**src/rtl/lz77_pkg.sv**
```systemverilog
// Shared constants, types and FSM encoding for the LZ77 match encoder.
package lz77_pkg;

  localparam int DATA_WIDTH     = 8;
  localparam int LOOKAHEAD_SIZE = 6;
  localparam int SEARCH_SIZE    = 8;
  localparam int OFFSET_WIDTH   = 4;
  localparam int LEN_WIDTH      = 3;
  localparam int COUNT_WIDTH    = 3;
  localparam int HIST_WIDTH     = $clog2(SEARCH_SIZE + 1);
  localparam int IDX_WIDTH      = $clog2(SEARCH_SIZE);

  typedef logic [DATA_WIDTH-1:0]   sym_t;
  typedef logic [OFFSET_WIDTH-1:0] offset_t;
  typedef logic [LEN_WIDTH-1:0]    len_t;
  typedef logic [COUNT_WIDTH-1:0]  count_t;
  typedef logic [HIST_WIDTH-1:0]   hist_t;

  typedef enum logic [1:0] {
    IDLE,
    SEARCH,
    EMIT,
    SHIFT
  } state_t;

  // Token fields as seen by the packer and decoder.
  typedef struct packed {
    offset_t offset;
    len_t    length;
    sym_t    symbol;
  } token_t;

  // Upstream may report more valid bytes than the lookahead holds.
  function automatic count_t clampCount(input count_t c);
    return (int'(c) > LOOKAHEAD_SIZE) ? count_t'(LOOKAHEAD_SIZE) : c;
  endfunction

endpackage

```
**src/rtl/lz77_match_len.sv**
```systemverilog
// Match length of the lookahead against the window at one candidate offset.
module lz77_match_len
  import lz77_pkg::*;
(
  input  sym_t    i_look   [LOOKAHEAD_SIZE],
  input  sym_t    i_window [SEARCH_SIZE],
  input  offset_t i_offset,
  input  count_t  i_count,
  output len_t    o_length
);

  int                   w_limit;
  logic                 w_run;
  logic [IDX_WIDTH-1:0] w_idx;
  len_t                 w_len;

  // Count leading matches, capped so the match never reaches into the
  // lookahead and always leaves one byte for the literal that follows.
  always_comb begin
    w_limit = (int'(i_offset) < int'(i_count) - 1) ? int'(i_offset) : int'(i_count) - 1;
    w_run   = 1'b1;
    w_idx   = '0;
    w_len   = '0;
    for (int k = 0; k < LOOKAHEAD_SIZE - 1; k++) begin
      if (w_run && (k < w_limit)) begin
        w_idx = IDX_WIDTH'(int'(i_offset) - 1 - k);
        if (i_look[k] == i_window[w_idx]) begin
          w_len = w_len + 1'b1;
        end else begin
          w_run = 1'b0;
        end
      end
    end
  end

  assign o_length = w_len;

endmodule

```
**src/rtl/lz77_match_encoder.sv**
```systemverilog
// Sliding-window LZ77 match search with token handshake and window refill.
module lz77_match_encoder
  import lz77_pkg::*;
(
  input  logic                                 clk,
  input  logic                                 rst,
  input  logic [LOOKAHEAD_SIZE*DATA_WIDTH-1:0] lookahead_in,
  input  logic [COUNT_WIDTH-1:0]               la_count,
  input  logic                                 start,
  input  logic                                 flush,
  output logic                                 token_valid,
  input  logic                                 token_ready,
  output logic [OFFSET_WIDTH-1:0]              token_offset,
  output logic [LEN_WIDTH-1:0]                 token_length,
  output logic [DATA_WIDTH-1:0]                token_char,
  output logic                                 consume,
  output logic                                 busy
);

  state_t  r_state;
  sym_t    r_look   [LOOKAHEAD_SIZE];
  sym_t    r_window [SEARCH_SIZE];
  count_t  r_count;
  hist_t   r_hist;
  offset_t r_offset;
  offset_t r_bestOffset;
  len_t    r_bestLength;
  token_t  r_token;
  len_t    r_shiftIdx;
  logic    r_tokenValid;
  logic    r_consume;
  logic    r_busy;

  len_t    w_candLength;
  logic    w_better;
  offset_t w_nextBestOffset;
  len_t    w_nextBestLength;

  lz77_match_len u_matchLen (
    .i_look   (r_look),
    .i_window (r_window),
    .i_offset (r_offset),
    .i_count  (r_count),
    .o_length (w_candLength)
  );

  // Offsets reaching past the real history never count; strict compare keeps the nearest on ties.
  always_comb begin
    w_better         = (int'(r_offset) <= int'(r_hist)) && (w_candLength > r_bestLength);
    w_nextBestOffset = w_better ? r_offset : r_bestOffset;
    w_nextBestLength = w_better ? w_candLength : r_bestLength;
  end

  // Main FSM: snapshot, scan every offset, present token, then refill the window.
  always_ff @(posedge clk or posedge rst) begin
    if (rst) begin
      r_state <= IDLE;
      for (int i = 0; i < LOOKAHEAD_SIZE; i++) r_look[i] <= '0;
      for (int i = 0; i < SEARCH_SIZE; i++) r_window[i] <= '0;
      r_count      <= '0;
      r_hist       <= '0;
      r_offset     <= '0;
      r_bestOffset <= '0;
      r_bestLength <= '0;
      r_token      <= '0;
      r_shiftIdx   <= '0;
      r_tokenValid <= 1'b0;
      r_consume    <= 1'b0;
      r_busy       <= 1'b0;
    end else begin
      case (r_state)
        IDLE: begin
          if (flush) begin
            for (int i = 0; i < SEARCH_SIZE; i++) r_window[i] <= '0;
            r_hist <= '0;
          end else if (start && (la_count != '0)) begin
            for (int k = 0; k < LOOKAHEAD_SIZE; k++) begin
              r_look[k] <= lookahead_in[(LOOKAHEAD_SIZE-1-k)*DATA_WIDTH +: DATA_WIDTH];
            end
            r_count      <= clampCount(la_count);
            r_offset     <= offset_t'(1);
            r_bestOffset <= '0;
            r_bestLength <= '0;
            r_busy       <= 1'b1;
            r_state      <= SEARCH;
          end
        end

        SEARCH: begin
          r_bestOffset <= w_nextBestOffset;
          r_bestLength <= w_nextBestLength;
          if (r_offset == offset_t'(SEARCH_SIZE)) begin
            r_token.offset <= (w_nextBestLength == '0) ? '0 : w_nextBestOffset;
            r_token.length <= w_nextBestLength;
            r_token.symbol <= r_look[w_nextBestLength];
            r_tokenValid   <= 1'b1;
            r_state        <= EMIT;
          end else begin
            r_offset <= r_offset + 1'b1;
          end
        end

        EMIT: begin
          if (token_ready) begin
            r_tokenValid <= 1'b0;
            r_shiftIdx   <= '0;
            r_consume    <= 1'b1;
            r_state      <= SHIFT;
          end
        end

        SHIFT: begin
          for (int i = SEARCH_SIZE - 1; i > 0; i--) r_window[i] <= r_window[i-1];
          r_window[0] <= r_look[r_shiftIdx];
          if (r_hist != hist_t'(SEARCH_SIZE)) r_hist <= r_hist + 1'b1;
          if (r_shiftIdx == r_token.length) begin
            r_consume <= 1'b0;
            r_busy    <= 1'b0;
            r_state   <= IDLE;
          end else begin
            r_shiftIdx <= r_shiftIdx + 1'b1;
          end
        end

        default: r_state <= IDLE;
      endcase
    end
  end

  assign token_valid  = r_tokenValid;
  assign token_offset = r_token.offset;
  assign token_length = r_token.length;
  assign token_char   = r_token.symbol;
  assign consume      = r_consume;
  assign busy         = r_busy;

endmodule

```
**config.mk**
```make
export PLATFORM = sky130hd
export DESIGN_NAME = lz77_match_encoder
export DESIGN_NICKNAME = d
export VERILOG_FILES = /design/src/rtl/lz77_pkg.sv /design/src/rtl/lz77_match_len.sv /design/src/rtl/lz77_match_encoder.sv
export SDC_FILE = /design/constraint.sdc
export NUM_CORES = 1
export LEC_CHECK = 0
export CAP_MARGIN = 10
export CORE_AREA = 4 4 178 180
export CTS_CLUSTER_DIAMETER = 120
export DETAILED_ROUTE_END_ITERATION = 7
export DIE_AREA = 0 0 182 184
export HOLD_SLACK_MARGIN = 0.05
export PLACE_DENSITY = 0.57
export SLEW_MARGIN = 10
export SYNTH_ARGS = -nofsm -noshare
export SYNTH_HDL_FRONTEND = slang
export SYNTH_SLANG_ARGS = --single-unit
```
**constraint.sdc**
```tcl
create_clock -name clk -period 7.7 [get_ports clk]
set_clock_uncertainty 0.05 [all_clocks]
set_input_delay 1.155 -clock clk [delete_from_list [all_inputs] [get_ports clk]]
set_output_delay 1.155 -clock clk [all_outputs]
set_load 0.1 [all_outputs]
```
# Word level (Yosys, flattened, before mapping)

Index checks and enable logic that the tools add are counted.

$lt $le $gt $ge: 16
Reduce and logical (&&, ||, !) cells: 24
Equality and inequality tests: 20
Mux-type cells: 77
Shift-type cells: 0
Add/subtract/negate cells: 13
Bitwise gates (word level): 8
Div/mod/pow operators: 0
$mul: 0

Operators by type and width:

| kind                                                                         | number |
|---|---|
| 8-bit binary-select mux with 3-bit select                                    | 7 |
| 64-bit one-hot mux with 2 select lines                                       | 1 |
| 8-bit two-way mux                                                            | 14 |
| 3-bit by 32-bit less-than comparator with 1-bit output, first input constant | 2 |
| 64-bit two-way mux                                                           | 1 |
| 3-bit two-way mux                                                            | 15 |
| 8-bit == test                                                                | 5 |
| 4-bit two-way mux                                                            | 9 |
| 1-bit by 32-bit less-than comparator with 1-bit output, first input constant | 1 |
| 2-bit by 32-bit less-than comparator with 1-bit output, first input constant | 1 |
| 4-bit by 32-bit less-than comparator with 1-bit output, first input constant | 1 |
| 32-bit two-way mux                                                           | 1 |
| 4-bit greater-or-equal comparator, second input constant                     | 7 |
| 3-bit NOT with 4-bit output                                                  | 7 |
| 4-bit one-hot mux with 2 select lines                                        | 3 |
| 2-bit != test, second input constant                                         | 9 |
| 3-bit AND reduction                                                          | 6 |
| 3-bit by 1-bit adder with 3-bit output, second input constant                | 5 |
| 1-bit two-way mux                                                            | 15 |
| 3-bit one-hot mux with 2 select lines                                        | 2 |
| 2-bit two-way mux                                                            | 5 |
| 3-bit subtractor, second input constant                                      | 3 |
| 4-bit by 1-bit adder with 4-bit output, second input constant                | 2 |
| 2-bit one-hot mux with 4 select lines                                        | 1 |
| other kinds (22)                                                             | 35 |

Output and inout bits: 18
Word-level logic and storage cells: 185
Flip-flop bits (word level): 153
Bits in read-only memories: 0
Input bits: 56
Bits in writable memories: 0
Bits in latches: 0
Memories: 0

# Logic depth before layout (Yosys ltp)

Gate-level depths: netlist (run 1).

Depth after elaboration: 27
Gate-level depth with buffers: 40

# Modules after synthesis

From an unflattened synthesis (run 1), not the netlist that was laid out.

Cell total of the unflattened synthesis: 934
Area total of the unflattened synthesis: 10,659.0 µm²

Modules (own cells, without submodules):

| module             | cells an instance | sequential area each (µm²) | times used | area an instance (µm²) |
|---|---|---|---|---|
| lz77_match_encoder | 590               | 3,828.7                    | 1          | 7,101.8 |
| lz77_match_len     | 344               | 0.0                        | 1          | 3,557.2 |

# Worst setup path before layout (run 1)

Ideal clock, no wire load.

Path type: reg-to-reg
From: reg r_offset[0]
To: reg r_token, in the netlist token_char[0]
Stages on the path, launching flop included: 37
Buffers on the path: 7
Data arrival time: 7,343 ps
Setup time: 127 ps
Data required time: 7,523 ps
Slack: 180 ps
Period minus slack after synthesis: 7,520 ps
Cells stage by stage: dfrtp_1 buf_6 buf_12 buf_12 inv_2 ha_1 buf_2 buf_2 clkbuf_1 mux4_2 mux2i_1 xnor2_1 nor4_2 ha_1 o21a_1 nor2b_1 ha_1 inv_1 nor4b_1 or2_2 ha_1 mux2_2 ha_1 inv_1 or3_1 a21bo_2 nor3_1 a21oi_1 inv_1 ha_1 nand3_1 nand3_1 o31ai_4 buf_6 mux2_4 a22oi_1 a21oi_1

Cells in the longest elaborated chain, start to end: 27

Ends and longest elaborated chain:

| item                                                                                            | RTL line                 | RTL |
|---|---|---|
| start, declared                                                                                 | lz77_match_encoder.sv:25 | `offset_t r_offset;` |
| start signal, assigned                                                                          | lz77_match_encoder.sv:81 | `r_offset <= offset_t'(1);` |
| start signal, assigned                                                                          | lz77_match_encoder.sv:99 | `r_offset <= r_offset + 1'b1;` |
| branches (longest 27 deep; another with 1-bit by 32-bit less-than comparator with 1-bit output) | --                       |  |
| end, declared                                                                                   | lz77_match_encoder.sv:28 | `token_t r_token;` |

Parallel ways; which one is timed is not known. The select of a mux whose other input is x is not followed.
A chain may end at the register's enable or synchronous reset.

# Worst setup path in the final report (run 1)

From: reg r_offset[0]
To: reg r_token, in the netlist token_char[6]

The elaborated chain is that of the path after synthesis.

==> run metrics, run 1 <==
Syn Inst Count=889; kind of end point of the critical path=register; fin nets=1054; Global Route Usage Sum=16.96%; Sw Pwr=2.744 mW; relative slew slack=33.41%; leak pwr=5.234 nW; num ports=74; CTS Buf Count=17; top post-synthesis cells by area=dfrtp_1 37%, mux4_2 13%, a22o_1 6.2%, mux2_2 5.7%, mux2i_1 5.4%; RSZ-0062 raised after global routing=no; slowest stage cell, crit path=dfrtp_4; crit path launch type=register; Max clock buf depth=2; Final Non-Filler Cells=1381; Routability Congestion=0.8494; first-pass iteration count of the detailed router=5; Clock power frac=14.7%; post-layout minimum cycle time=7244 ps; FP Rows=64; Worst Path Class, Setup=reg -> reg; initial core utilization=34.44%; Tcrit/Tclk final=94.08%; global-route wire length before repair=44880 um; Max-Cap Viols=0; port bufs=73; clk root buf=clkbuf_16; via density per instance=5.719; Routed WL=29360 um; vias in the first global route=7752; residual DRC count=0; final hold violation count=0; Final Hold Slack=449.5 ps; maximum clock frequency=138.0 MHz; CP peak stage delay=530 ps; CTS clock-pin slew for the worst setup and hold paths=70 ps; number of enable flip-flop cells after synthesis=0; Req. time, crit path=7970 ps; pwr dens=480.5 nW/um^2; sequential power share=25.3%; net count after synthesis=971; Mean Syn Cell Area=11.70 sq um; Die ar.=33490 sq um; cell accounting for the most synthesized area=dfrtp_1; Synth top area share=36.82%; status=completed; Die Ht=184 um; HPWL after DPL=20320 um; Max Slew Vio Count=0; synth unique cells=76; Final Util=41.42%; most used flip-flop cell after synthesis=dfrtp_1; Worst IR Drop VDD=0.2303 mV; pin count of the biggest net entering global routing=81; Routed WL per cell=21.26 um; asr flop ratio synth=100.0%; core area=30190 sq um; area grow syn2layout=20.25%; Comb pwr share=60.0%; Initial DRC Count=568; number of synthesized register bits=153; routed vias=7898; sequential fraction of the synthesis area=36.82%; YS warnings=0; Die W=182 um; htree depth=4; number of diodes=0; Pint=3.263 mW; grt ovf=0; final setup violation count=0; placed insts=1332; synthesized cell area=10400 sq um; Critical Path AT=7510 ps; DP Area=11590 sq um; Hold WC Path Type=reg -> reg; CTS tree=yes; TNS Setup=0 ps; Sw Share=45.68%; cell mode on critical path=ha_1; Design Area, Final=12500 sq um; Least-Margin Pin Slew=998.9 ps; antenna violations before repair=0; worst-skew pair later-pin latency=440 ps; share of layout cells above drive strength 1=24.26%; CP max FO=39; # clock sinks=153; antenna-violating nets left=0
[registers in the layout (all words and copies together) (netlist names)]
name          cells
r_window         64
r_look           48
token_char        8
r_bestOffset      4
r_hist            4
r_offset          4
token_offset      4
r_bestLength      3
r_count           3
r_shiftIdx        3
token_length      3
r_state           2
busy              1
consume           1
token_valid       1
[Yosys cell counts (5+ instances only)]
master and count:
and2_1 6, nor2_1 32, buf_1 6, o22ai_1 12, a21oi_1 36, a22o_1 74
dfrtp_1 153, inv_1 36, nor3_1 9, nand2b_1 6, nand4_1 5, o31ai_1 5
nand3_1 18, or2_2 7, nor2b_1 7, mux2_2 53, mux2i_1 56, o21ai_0 33
buf_6 6, buf_2 12, mux2_1 23, xor2_1 18, mux4_2 61, nand2_1 41
xnor2_1 31, ha_1 26, a22oi_1 11, clkbuf_1 25, o21a_1 5
[power groups by stage]
stage                     clock network [mW]  logic [mW]  registers, mW
final                                  0.884        3.60           1.52
after CTS                              0.900        3.34           1.51
after floorplan                            0        2.40           1.56
after global placement                     0        3.29           1.52
after detailed placement                   0        3.33           1.53
after global routing                   0.937        3.88           1.56
[per-layer routing]
| metal | global-route usage, % | wire, um | share of wire, % | up-vias |
|---|---|---|---|---|
| met5 | 0 | 0 | 0 | - |
| met4 | 4.233 | 409 | 1.4 | 0 |
| met3 | 2.849 | 1370 | 4.7 | 27 |
| met2 | 28.09 | 14330 | 49 | 218 |
| met1 | 23.33 | 13250 | 45 | 4090 |
| li1 | - | - | - | 3563 |
[final cells by class]
cell class / instances / area [sq um]
fill: 2899 / 17690
multi-input combinational: 643 / 6201
sequential: 153 / 3832
timing repair buffer: 120 / 1221
tap: 396 / 495.5
clock buffer: 19 / 452.9
clock inverter: 13 / 156.4
inverter: 37 / 143.9
[stage by stage]
step                total power, mW  setup WS, ps
finish                        6.007         455.6
CTS                           5.753         69.76
global route                  6.380         9.936
floorplan                     3.963         179.9
global placement              4.817         214.8
detailed placement            4.850         101.7
[worst paths after layout]
| path | slack, ps | endpoint | from | cells after the start |
|---|---|---|---|---|
| worst max-delay path | 460 | token_char[6] | r_offset[0] | 34 |
| worst min-delay path | 450 | r_bestOffset[2] | r_bestOffset[2] | 1 |
| worst max register to register | 460 | token_char[6] | r_offset[0] | 34 |
| worst min register to register | 450 | r_bestOffset[2] | r_bestOffset[2] | 1 |
| max in group asynchronous | 4900 | r_offset[0] | rst | 3 |
| min in group asynchronous | 1190 | r_hist[2] | rst | 2 |
[repair_timing]
| action | 4_1_cts | 5_1_grt |
|---|---|---|
| setup endpoints to repair | 0 | 16 |
| hold buffers | 0 | 0 |
| resized for setup | 0 | 15 |
| hold endpoints to repair | 0 | 0 |
| buffers inserted | 0 | 15 |
[critical path: cells and delay by family (launching register included)]
family	cells	cell delay [ps]
AO/OA/AOI/OAI	7	1220
XOR/XNOR	2	400
adder cells (fa/ha/maj)	6	1480
buffers and inverters	8	1150
flip-flops	1	530
multiplexers	3	850
AND/OR/NAND/NOR	8	1420
[cell usage in the layout (no fill, tap or decap), types with 3 or more instances in the layout]
cell type / instances
a31oi_1: 3
o21a_1: 5
nand2_1: 40
a21oi_1: 35
nand4_1: 5
o31ai_1: 4
clkbuf_16: 19
nand2b_1: 6
nand3_1: 17
o32ai_1: 3
nor2b_1: 7
nor2_1: 31
o22ai_1: 12
or3_1: 3
buf_12: 6
o21ai_0: 33
nor4b_2: 3
mux2_1: 23
mux4_2: 61
dfrtp_1: 152
xnor2_1: 31
buf_4: 37
a22o_1: 74
or2_2: 7
nor3_1: 8
inv_6: 6
mux2_2: 53
a22oi_1: 11
o211ai_1: 3
clkdlybuf4s50_1: 73
and2_1: 5
nor4_1: 4
ha_1: 23
inv_1: 35
o2bb2ai_1: 3
mux2i_1: 53
xor2_1: 18
o31ai_4: 3
[logic make-up (layout without fill, tap and decap cells)]
kind of cell	Yosys count	in the layout	synth area share (%)
flops	153	153	36.82
mux	195	195	27.12
compound gates	217	217	15.68
simple gates	152	152	7.605
xor+xnor	53	53	5.090
buf+inv	93	189	4.549
fa+ha+maj	26	26	3.129
Power figures use the tool's default switching activity.
==> inputs of run 2 (changes only) <==
--- a/config.mk
+++ b/config.mk
@@ -11,7 +11,6 @@
 export DETAILED_ROUTE_END_ITERATION = 7
 export DIE_AREA = 0 0 182 184
 export HOLD_SLACK_MARGIN = 0.05
-export PLACE_DENSITY = 0.57
 export SLEW_MARGIN = 10
 export SYNTH_ARGS = -nofsm -noshare
 export SYNTH_HDL_FRONTEND = slang
==> run 2 against run 1 <==
Compared with the run above: cell count fell by 0.36%; sequential power about the same; core utilization shrank 0.38 points; wire length fell by 4.0%; flip-flop and latch count unchanged; critical path depth down 3; die area is the same; combinational power down 2%; clock power decreased by 6.8%; count of clock-buffer cells in the layout decreased by 2; final area down 0.91%; register-to-register slack improved by 20 ps; largest cell class unchanged.
==> run metrics, run 2 (same netlist as run 1, synthesis figures left out) <==
status=completed; antenna violations before repair=0; num ports=74; clk root buf=clkbuf_16; slowest stage cell, crit path=mux4_2; area grow syn2layout=19.16%; FP Rows=64; Routed WL per cell=20.49 um; Design Area, Final=12390 sq um; residual DRC count=0; Die W=182 um; placed insts=1330; Routability Congestion=0.8835; vias in the first global route=7671; CP peak stage delay=610 ps; CTS clock-pin slew for the worst setup and hold paths=70 ps; Least-Margin Pin Slew=1157 ps; port bufs=73; kind of end point of the critical path=register; Max-Cap Viols=0; number of diodes=0; worst reg2reg path startpoint=r_offset[0]; relative slew slack=22.87%; commonest cells after routing, fill and taps aside=152 x dfrtp_1, 74 x a22o_1, 73 x clkdlybuf4s50_1; RR Endpoint=token_char[2]; Final Non-Filler Cells=1376; Global Route Usage Sum=16.60%; Max Slew Vio Count=0; Die ar.=33490 sq um; Reg with most FFs=r_window; Worst IR Drop VDD=0.2161 mV; Initial DRC Count=626; crit path launch type=register; global-route wire length before repair=44170 um; post-layout minimum cycle time=7229 ps; Tcrit/Tclk final=93.88%; Die Ht=184 um; final setup violation count=0; core area=30190 sq um; most common cell after layout, fill and taps aside=dfrtp_1; share of layout cells above drive strength 1=23.47%; CTS Buf Count=17; Setup crit start=r_offset[0]; max reg flops=64; via density per instance=5.634; htree depth=4; DP Area=11570 sq um; fin nets=1049; Critical Path AT=7490 ps; initial core utilization=34.44%; overall power=5.876 mW; CTS tree=yes; maximum clock frequency=138.3 MHz; routed vias=7753; Worst Path Class, Setup=reg -> reg; Hold WC Path Type=reg -> reg; leak pwr=5.179 nW; worst-skew pair later-pin latency=440 ps; Req. time, crit path=7970 ps; Max clock buf depth=2; Final Util=41.04%; final hold violation count=0; R2R depth=31; # clock sinks=153; antenna-violating nets left=0; CP max FO=78; first-pass iteration count of the detailed router=5; grt ovf=0; HPWL after DPL=19770 um; pin count of the biggest net entering global routing=87; pwr dens=474.3 nW/um^2; CP endpoint=token_char[2]; Final Hold Slack=456.0 ps; cell mode on critical path=ha_1; flop2flop setup slack=470 ps; Routed WL=28200 um
-- run 2: cell count changes in the layout (fill, tap and decap cells not counted), moves of 2 or more --
cell | previous run | this run
buf_12 | 6 | 4
buf_4 | 37 | 35
clkbuf_8 | 2 | 0
clkinv_2 | 1 | 3
clkinv_4 | 2 | 4
clkinvlp_4 | 1 | 3
inv_6 | 6 | 2
mux2i_1 | 53 | 55
mux2i_2 | 2 | 0
-- run 2: repair_timing --
| action | CTS | global route |
|---|---|---|
| endpoints found under the setup margin | 0 | 13 |
| hold buffers | 0 | 0 |
| buffers inserted | 0 | 13 |
| gates resized for setup | 0 | 11 |
-- run 2: worst min path at each step --
stage | start | endpoint | depth (start not counted) | slack [ps]
after floorplan | r_bestOffset[0] | r_bestOffset[0] | 1 | 420
after global placement | r_bestOffset[2] | r_bestOffset[2] | 1 | 430
after detailed placement | r_bestOffset[3] | r_bestOffset[3] | 1 | 430
after CTS | r_bestOffset[3] | r_bestOffset[3] | 1 | 460
after global routing | r_bestOffset[1] | r_bestOffset[1] | 1 | 470
final | token_valid | token_valid | 2 | 460
-- run 2: report_power, final --
part / internal, mW / switching, mW
sequential: 1.09 / 0.457
clock: 0.452 / 0.372
combinational: 1.65 / 1.86
-- run 2: critical path, delay by kind of cell, from the launching register on --
family	cells	cell delay, ps
XOR/XNOR	1	170
AO/OA/AOI/OAI	8	1400
adder cells (fa/ha/maj)	5	1230
buffers and inverters	6	800
flip-flops	1	440
AND/OR/NAND/NOR	8	1790
multiplexers	3	1090
-- run 2: per-layer routing --
layer	wire [um]	GRT usage [%]	part of all wire [%]	vias up
li1	-	-	-	3555
met1	12780	23.00	45	3948
met2	13660	27.10	48	213
met3	1368	3.364	4.9	37
met4	394	3.723	1.4	0
met5	0	0	0	-
-- run 2: stage by stage --
| stage | worst slack, ps | TNS, ps |
|---|---|---|
| 2_1_floorplan | 179.9 | 0 |
| 3_3_place_gp | 273.9 | 0 |
| 3_5_place_dp | 198.4 | 0 |
| 4_1_cts | 145.0 | 0 |
| 5_1_grt | -10.79 | -19.38 |
| 6_report | 471.2 | 0 |
-- run 2: final cells by class --
cell class                      count  area [sq um]
Fill cell                        2859         17800
Tap cell                          396         495.5
Clock buffer                       17         425.4
Clock inverter                     15         145.1
Multi-Input combinational cell    643          6193
Timing Repair Buffer              115          1154
Sequential cell                   153          3832
Inverter                           37         143.9
